--- src/rtl/snn_soc_pkg.sv ---
// +----------------------------------------------------------------------+
// | snn_soc_pkg : shared SoC-wide sizing constants for the CIM datapath  |
// | Rev 1.0                                                              |
// +----------------------------------------------------------------------+
`default_nettype none

package snn_soc_pkg;
  localparam int NUM_INPUTS  = 64;
  localparam int PIXEL_BITS  = 8;
  // Never zero so a single-plane build still has a 1-bit plane index.
  localparam int PLANE_IDX_W = (PIXEL_BITS > 1) ? $clog2(PIXEL_BITS) : 1;
endpackage

`default_nettype wire

--- src/rtl/bitplane_mux.sv ---
// +----------------------------------------------------------------------+
// | bitplane_mux : selects one bit-plane (one bit of every pixel) out of  |
// | a packed pixel vector; with WL_ZERO_SKIP_EN also flags non-zero planes|
// | Rev 1.0                                                              |
// +----------------------------------------------------------------------+
`default_nettype none

module bitplane_mux #(
  parameter int NUM_INPUTS = 64,
  parameter int PIXEL_BITS = 8,
  parameter int IDX_W      = 3
) (
  input  logic [NUM_INPUTS*PIXEL_BITS-1:0] i_data,
  input  logic [IDX_W-1:0]                 i_idx,
  output logic [NUM_INPUTS-1:0]            o_plane
`ifdef WL_ZERO_SKIP_EN
  ,
  output logic [PIXEL_BITS-1:0]            o_nz
`endif
);

  for (genvar i = 0; i < NUM_INPUTS; i++) begin : g_pix
    logic [PIXEL_BITS-1:0] w_pix;
    assign w_pix      = i_data[i*PIXEL_BITS +: PIXEL_BITS];
    assign o_plane[i] = w_pix[i_idx];
  end

`ifdef WL_ZERO_SKIP_EN
  for (genvar p = 0; p < PIXEL_BITS; p++) begin : g_nz
    logic [NUM_INPUTS-1:0] w_bits;
    for (genvar i = 0; i < NUM_INPUTS; i++) begin : g_bit
      assign w_bits[i] = i_data[i*PIXEL_BITS + p];
    end
    assign o_nz[p] = |w_bits;
  end
`endif

endmodule

`default_nettype wire

--- src/rtl/wl_bitplane_seq.sv ---
// +----------------------------------------------------------------------+
// | wl_bitplane_seq : issues a captured pixel vector MSB-first as bit-    |
// | planes, handshaking each plane with the DAC and CIM stages.          |
// | Optional macro WL_ZERO_SKIP_EN skips all-zero planes.                |
// | Rev 1.0                                                              |
// +----------------------------------------------------------------------+
`default_nettype none

module wl_bitplane_seq #(
  parameter  int NUM_INPUTS = snn_soc_pkg::NUM_INPUTS,
  parameter  int PIXEL_BITS = snn_soc_pkg::PIXEL_BITS,
  localparam int c_IDX_W    = (PIXEL_BITS > 1) ? $clog2(PIXEL_BITS) : 1
) (
  input  logic                             clk,
  input  logic                             rst_n,
  input  logic                             start_pulse,
  input  logic [NUM_INPUTS*PIXEL_BITS-1:0] in_data,
  input  logic                             abort,
  input  logic                             dac_done_pulse,
  input  logic                             cim_done_pulse,
  output logic [NUM_INPUTS-1:0]            wl_bitmap,
  output logic                             wl_valid_pulse,
  output logic                             cim_start_pulse,
  output logic [c_IDX_W-1:0]               plane_idx,
  output logic                             plane_last,
  output logic                             busy,
  output logic                             done_pulse
);

  typedef enum logic [1:0] {
    ST_IDLE     = 2'd0,
    ST_WAIT_DAC = 2'd1,
    ST_WAIT_CIM = 2'd2
  } state_t;

  localparam logic [c_IDX_W-1:0] c_TOP_IDX = c_IDX_W'(PIXEL_BITS - 1);
  localparam logic [c_IDX_W-1:0] c_ONE     = c_IDX_W'(1);

  state_t                          r_state, w_state_nxt;
  logic [NUM_INPUTS*PIXEL_BITS-1:0] r_in_buf, w_buf_nxt;
  logic [c_IDX_W-1:0]              r_plane_idx, w_idx_nxt;
  logic [NUM_INPUTS-1:0]           r_wl_bitmap, w_bitmap_nxt;
  logic                            r_valid, w_valid_nxt;
  logic                            r_cstart, w_cstart_nxt;
  logic                            r_done, w_done_nxt;

  logic [NUM_INPUTS*PIXEL_BITS-1:0] w_src;
  logic [c_IDX_W-1:0]              w_cand;
  logic [c_IDX_W-1:0]              w_sel;
  logic                            w_found;
  logic [NUM_INPUTS-1:0]           w_plane;

  // In IDLE the first plane comes straight from in_data so it is ready at T+1.
  assign w_src  = (r_state == ST_IDLE) ? in_data : r_in_buf;
  assign w_cand = (r_state == ST_IDLE) ? c_TOP_IDX : (r_plane_idx - c_ONE);

`ifdef WL_ZERO_SKIP_EN
  logic [PIXEL_BITS-1:0] w_nz;

  // Highest non-zero plane at or below the candidate.
  always_comb begin
    w_found = 1'b0;
    w_sel   = '0;
    for (int p = 0; p < PIXEL_BITS; p++) begin
      if ((p <= int'(w_cand)) && w_nz[p]) begin
        w_found = 1'b1;
        w_sel   = c_IDX_W'(p);
      end
    end
  end
`else
  assign w_found = 1'b1;
  assign w_sel   = w_cand;
`endif

  bitplane_mux #(
    .NUM_INPUTS (NUM_INPUTS),
    .PIXEL_BITS (PIXEL_BITS),
    .IDX_W      (c_IDX_W)
  ) u_mux (
    .i_data  (w_src),
    .i_idx   (w_sel),
    .o_plane (w_plane)
`ifdef WL_ZERO_SKIP_EN
    ,
    .o_nz    (w_nz)
`endif
  );

  always_comb begin
    w_state_nxt  = r_state;
    w_buf_nxt    = r_in_buf;
    w_idx_nxt    = r_plane_idx;
    w_bitmap_nxt = r_wl_bitmap;
    w_valid_nxt  = 1'b0;
    w_cstart_nxt = 1'b0;
    w_done_nxt   = 1'b0;
    if (abort && (r_state != ST_IDLE)) begin
      w_state_nxt  = ST_IDLE;
      w_idx_nxt    = '0;
      w_bitmap_nxt = '0;
    end else begin
      case (r_state)
        ST_IDLE: begin
          if (start_pulse && !abort) begin
            w_buf_nxt = in_data;
            if (w_found) begin
              w_idx_nxt    = w_sel;
              w_bitmap_nxt = w_plane;
              w_valid_nxt  = 1'b1;
              w_state_nxt  = ST_WAIT_DAC;
            end else begin
              w_done_nxt = 1'b1;
            end
          end
        end
        ST_WAIT_DAC: begin
          if (dac_done_pulse) begin
            w_cstart_nxt = 1'b1;
            w_state_nxt  = ST_WAIT_CIM;
          end
        end
        ST_WAIT_CIM: begin
          if (cim_done_pulse) begin
            if ((r_plane_idx == '0) || !w_found) begin
              w_done_nxt  = 1'b1;
              w_state_nxt = ST_IDLE;
            end else begin
              w_idx_nxt    = w_sel;
              w_bitmap_nxt = w_plane;
              w_valid_nxt  = 1'b1;
              w_state_nxt  = ST_WAIT_DAC;
            end
          end
        end
        default: w_state_nxt = ST_IDLE;
      endcase
    end
  end

  always_ff @(posedge clk) begin
    if (!rst_n) begin
      r_state     <= ST_IDLE;
      r_in_buf    <= '0;
      r_plane_idx <= '0;
      r_wl_bitmap <= '0;
      r_valid     <= 1'b0;
      r_cstart    <= 1'b0;
      r_done      <= 1'b0;
    end else begin
      r_state     <= w_state_nxt;
      r_in_buf    <= w_buf_nxt;
      r_plane_idx <= w_idx_nxt;
      r_wl_bitmap <= w_bitmap_nxt;
      r_valid     <= w_valid_nxt;
      r_cstart    <= w_cstart_nxt;
      r_done      <= w_done_nxt;
    end
  end

  assign wl_bitmap       = r_wl_bitmap;
  assign wl_valid_pulse  = r_valid;
  assign cim_start_pulse = r_cstart;
  assign plane_idx       = r_plane_idx;
  assign busy            = (r_state != ST_IDLE);
  assign plane_last      = busy && (r_plane_idx == '0);
  assign done_pulse      = r_done;

endmodule

`default_nettype wire
--- config.mk ---
export PLATFORM = sky130hd
export DESIGN_NAME = wl_bitplane_seq
export DESIGN_NICKNAME = d
export VERILOG_FILES = /design/src/rtl/snn_soc_pkg.sv /design/src/rtl/bitplane_mux.sv /design/src/rtl/wl_bitplane_seq.sv
export SDC_FILE = /design/constraint.sdc
export NUM_CORES = 2
export LEC_CHECK = 0
export ABC_AREA = 1
export ABC_CLOCK_PERIOD_IN_PS = 3700
export BUFFER_PORTS_ARGS = -buffer_cell sky130_fd_sc_hd__buf_4
export CAP_MARGIN = 10
export CORE_AREA = 2 2 226 228
export CTS_CLUSTER_DIAMETER = 200
export CTS_CLUSTER_SIZE = 25
export DETAILED_ROUTE_END_ITERATION = 6
export DIE_AREA = 0 0 228 230
export PLACE_DENSITY_LB_ADDON = 0.12
export SETUP_SLACK_MARGIN = 0.02
export SYNTH_ARGS = -nofsm -noshare
export SYNTH_HDL_FRONTEND = slang
export SYNTH_SLANG_ARGS = --single-unit
export TNS_END_PERCENT = 50
--- constraint.sdc ---
create_clock -name clk -period 3.7 [get_ports clk]
set_input_delay 0.555 -clock clk [delete_from_list [all_inputs] [get_ports clk]]
set_output_delay 0.555 -clock clk [all_outputs]
set_load 0.1 [all_outputs]
==> impl_metrics.json <==
{
  "run_status": "completed",
  "syn-num-nets": 4746,
  "startpoint_type": "flop",
  "num_rows": 82,
  "worst_pin_slew_ns": 1.24,
  "die_w_um": 228,
  "finalMaxSlewViolations": 0,
  "antenna_found_initial": 7,
  "fin_worst_skew_ns": 0.0232,
  "overflow": 0,
  "fin_crit_sh_pct": 81.3,
  "layout_common_cells": "966 x nand2_1, 956 x nor2_1, 612 x buf_4",
  "min_to": "r_in_buf[152]$_SDFFE_PN0P_",
  "first_pass_iters": 6,
  "via_per_inst": 5.43,
  "grt_pass1_vias": 25953,
  "grt_pass1_wl_um": 142000,
  "pin_count": 590,
  "grt_max_degree": 251,
  "min-delay-start": "in_data[152]",
  "synth_cells": 4226,
  "ys_seq_area_share_pct": 42.8,
  "finalHoldViolCount": 0,
  "clkSlewWorstSetupHoldPaths_ns": 0.10,
  "synth_area_leader_cell": "dfxtp_1",
  "place_area_mm2": 0.0317,
  "ys_warn_count": 0,
  "startpoint": "r_state[0]$_SDFFE_PP0P_",
  "cp-end-kind": "output port",
  "crit_family": "buffers and inverters",
  "final_common_cell": "nand2_1",
  "synth_area_mm2": 0.0273,
  "start_util_pct": 54.8,
  "cp_cell_sequence": "inv_2 > nand2_8 > buf_4 > buf_4",
  "area_growth_pct": 18.5,
  "htreeDepth": 1,
  "clock_sinks": 584,
  "cts_tree": "done",
  "setup_viol": 0,
  "wl_per_cell_um": 17.4,
  "crit_required_ns": 3.14,
  "vias": 28430,
  "dieHeight_um": 230,
  "nets": 5074,
  "fp.coreArea_mm2": 0.0499,
  "cts.path.max_buffers": 3,
  "cp_num_buf_inv": 3,
  "pwr_density_cell_mw_per_mm2": 417,
  "dieArea_mm2": 0.0524,
  "path_max_fanout": 58,
  "remaining_drc_errors": 0,
  "vdd_drop_max_mv": 0.281,
  "stdcell_area_mm2": 0.0324,
  "r2r_slack_ns": 1.00,
  "rsz0062_at_grt": "false",
  "max_cap_violations": 0,
  "min_period_ns": 3.01,
  "p_leak_nw": 15.4,
  "drt-initial-drc-count": 2991,
  "netlist.area_leader.share_pct": 42.8,
  "numCtsBuffers": 27,
  "cts_hold_buf": 0,
  "portBuffers": 589,
  "ant_nets": 0,
  "worstPathArrival_ns": 2.45,
  "ys_ff_latch": 584,
  "worstSkewPairLatency_ns": 0.60,
  "cp_common_cell": "buf_4",
  "relSlewSlack_pct": 17.4,
  "ff2ff_path_depth": 6,
  "setup-tns-final_ns": 0,
  "drive_above_1_share_pct": 14.8,
  "crit_slowest_cell": "buf_4",
  "r2r_start": "r_state[1]$_SDFFE_PP0P_",
  "cts_resized": 0,
  "fmax_mhz": 333,
  "dp_hpwl_um": 59300,
  "grt_usage_pct": 33.5,
  "min_path_type": "in2reg",
  "clockRootBuffer": "clkbuf_16",
  "synth.area.top_cells": "dfxtp_1 43%, nand2_1 13%, nor2_1 13%",
  "rr_endpoint": "r_in_buf[1]$_SDFFE_PN0P_",
  "slowest_delay_ns": 0.59,
  "post_cts_buffers": 0,
  "synth.avg_cell_area_um2": 6.47,
  "worstSetupPathType": "reg2out",
  "hold_path_depth": 3,
  "drt-total-wl_um": 91100,
  "place.gp.congestion": 0.877,
  "ys_types": 23
}
registers in the layout (all words and copies together), names as in the netlist:
| register | cells |
|---|---|
| wl_valid_pulse | 1 |
| done_pulse | 1 |
| cim_start_pulse | 1 |
| plane_idx | 3 |
| r_state | 2 |
| wl_bitmap | 64 |
| r_in_buf | 512 |
worst min-delay path, delay by kind of cell:
family / cells / cell delay [ns]
buf+inv: 1 / 0.07
compound gates: 1 / 0.07
simple gates: 1 / 0.07
per-stage QoR:
stage / std cells / worst slack, ns / total power, mW / utilization, % / hold slack, ns
after floorplan: 4226 / 0.291 / 9.15 / - / 0.430
after global placement: 5197 / 1.03 / 10.2 / 63.5 / 0.442
after global routing: 5233 / 0.589 / 14.1 / 65.0 / 0.184
after CTS: 5226 / 0.692 / 13.5 / 64.9 / 0.177
after detailed placement: 5197 / 0.969 / 10.3 / 63.5 / 0.449
final: 5233 / 0.693 / 13.5 / 65.0 / 0.199
where the power goes:
group	total, mW	internal (mW)	switching [mW]	leakage (nW)
Clock	3.36	1.32	2.04	0.341
Sequential	6.98	6.75	0.234	4.81
Combinational	3.18	1.07	2.11	10.2
Total	13.5	9.14	4.38	15.4
how the worst max path moves through the flow:
stage / to / depth (start not counted) / slack [ns]
floorplan: plane_last / 7 / 0.29
global placement: r_in_buf[211]$_SDFFE_PN0P_ / 7 / 1.03
detailed placement: r_in_buf[219]$_SDFFE_PN0P_ / 7 / 0.97
CTS: busy / 4 / 0.69
global route: busy / 4 / 0.59
finish: busy / 4 / 0.69
cell usage after synthesis (all sizes together):
cell and count:
dfxtp 584, nor2 959, a21oi 145, nand4 64, nand2 972, clkbuf 148
ha 2, clkinv 10, buf 182, a211oi 115, nand3 322, nor3 2
inv 321, o21ai 400
layout make-up:
class,count,area (µm²)
Antenna cell,7,17.5
Clock buffer,28,679
Clock inverter,1,16.3
Fill cell,4810,17500
Inverter,331,1260
Multi-Input combinational cell,2981,13000
Sequential cell,584,11700
Tap cell,672,841
Timing Repair Buffer,629,4930
routing by layer:
layer | track usage (%) | routed length [µm] | vias to the layer above
met5 | 0 | 0 | -
met2 | 52.4 | 41000 | 1269
met4 | 15.4 | 4210 | 0
met3 | 5.08 | 7650 | 185
met1 | 45.8 | 38300 | 13007
li1 | - | - | 13969
cell families after synthesis:
kind of cell	count (synthesis)	synth area share [%]
buffers and inverters	661	10.0
flip-flops	584	42.8
AND/OR/NAND/NOR	2319	34.0
AO/OA/AOI/OAI	660	13.1
adder cells (fa/ha/maj)	2	0.0915
(Power assumes the default switching activity.)
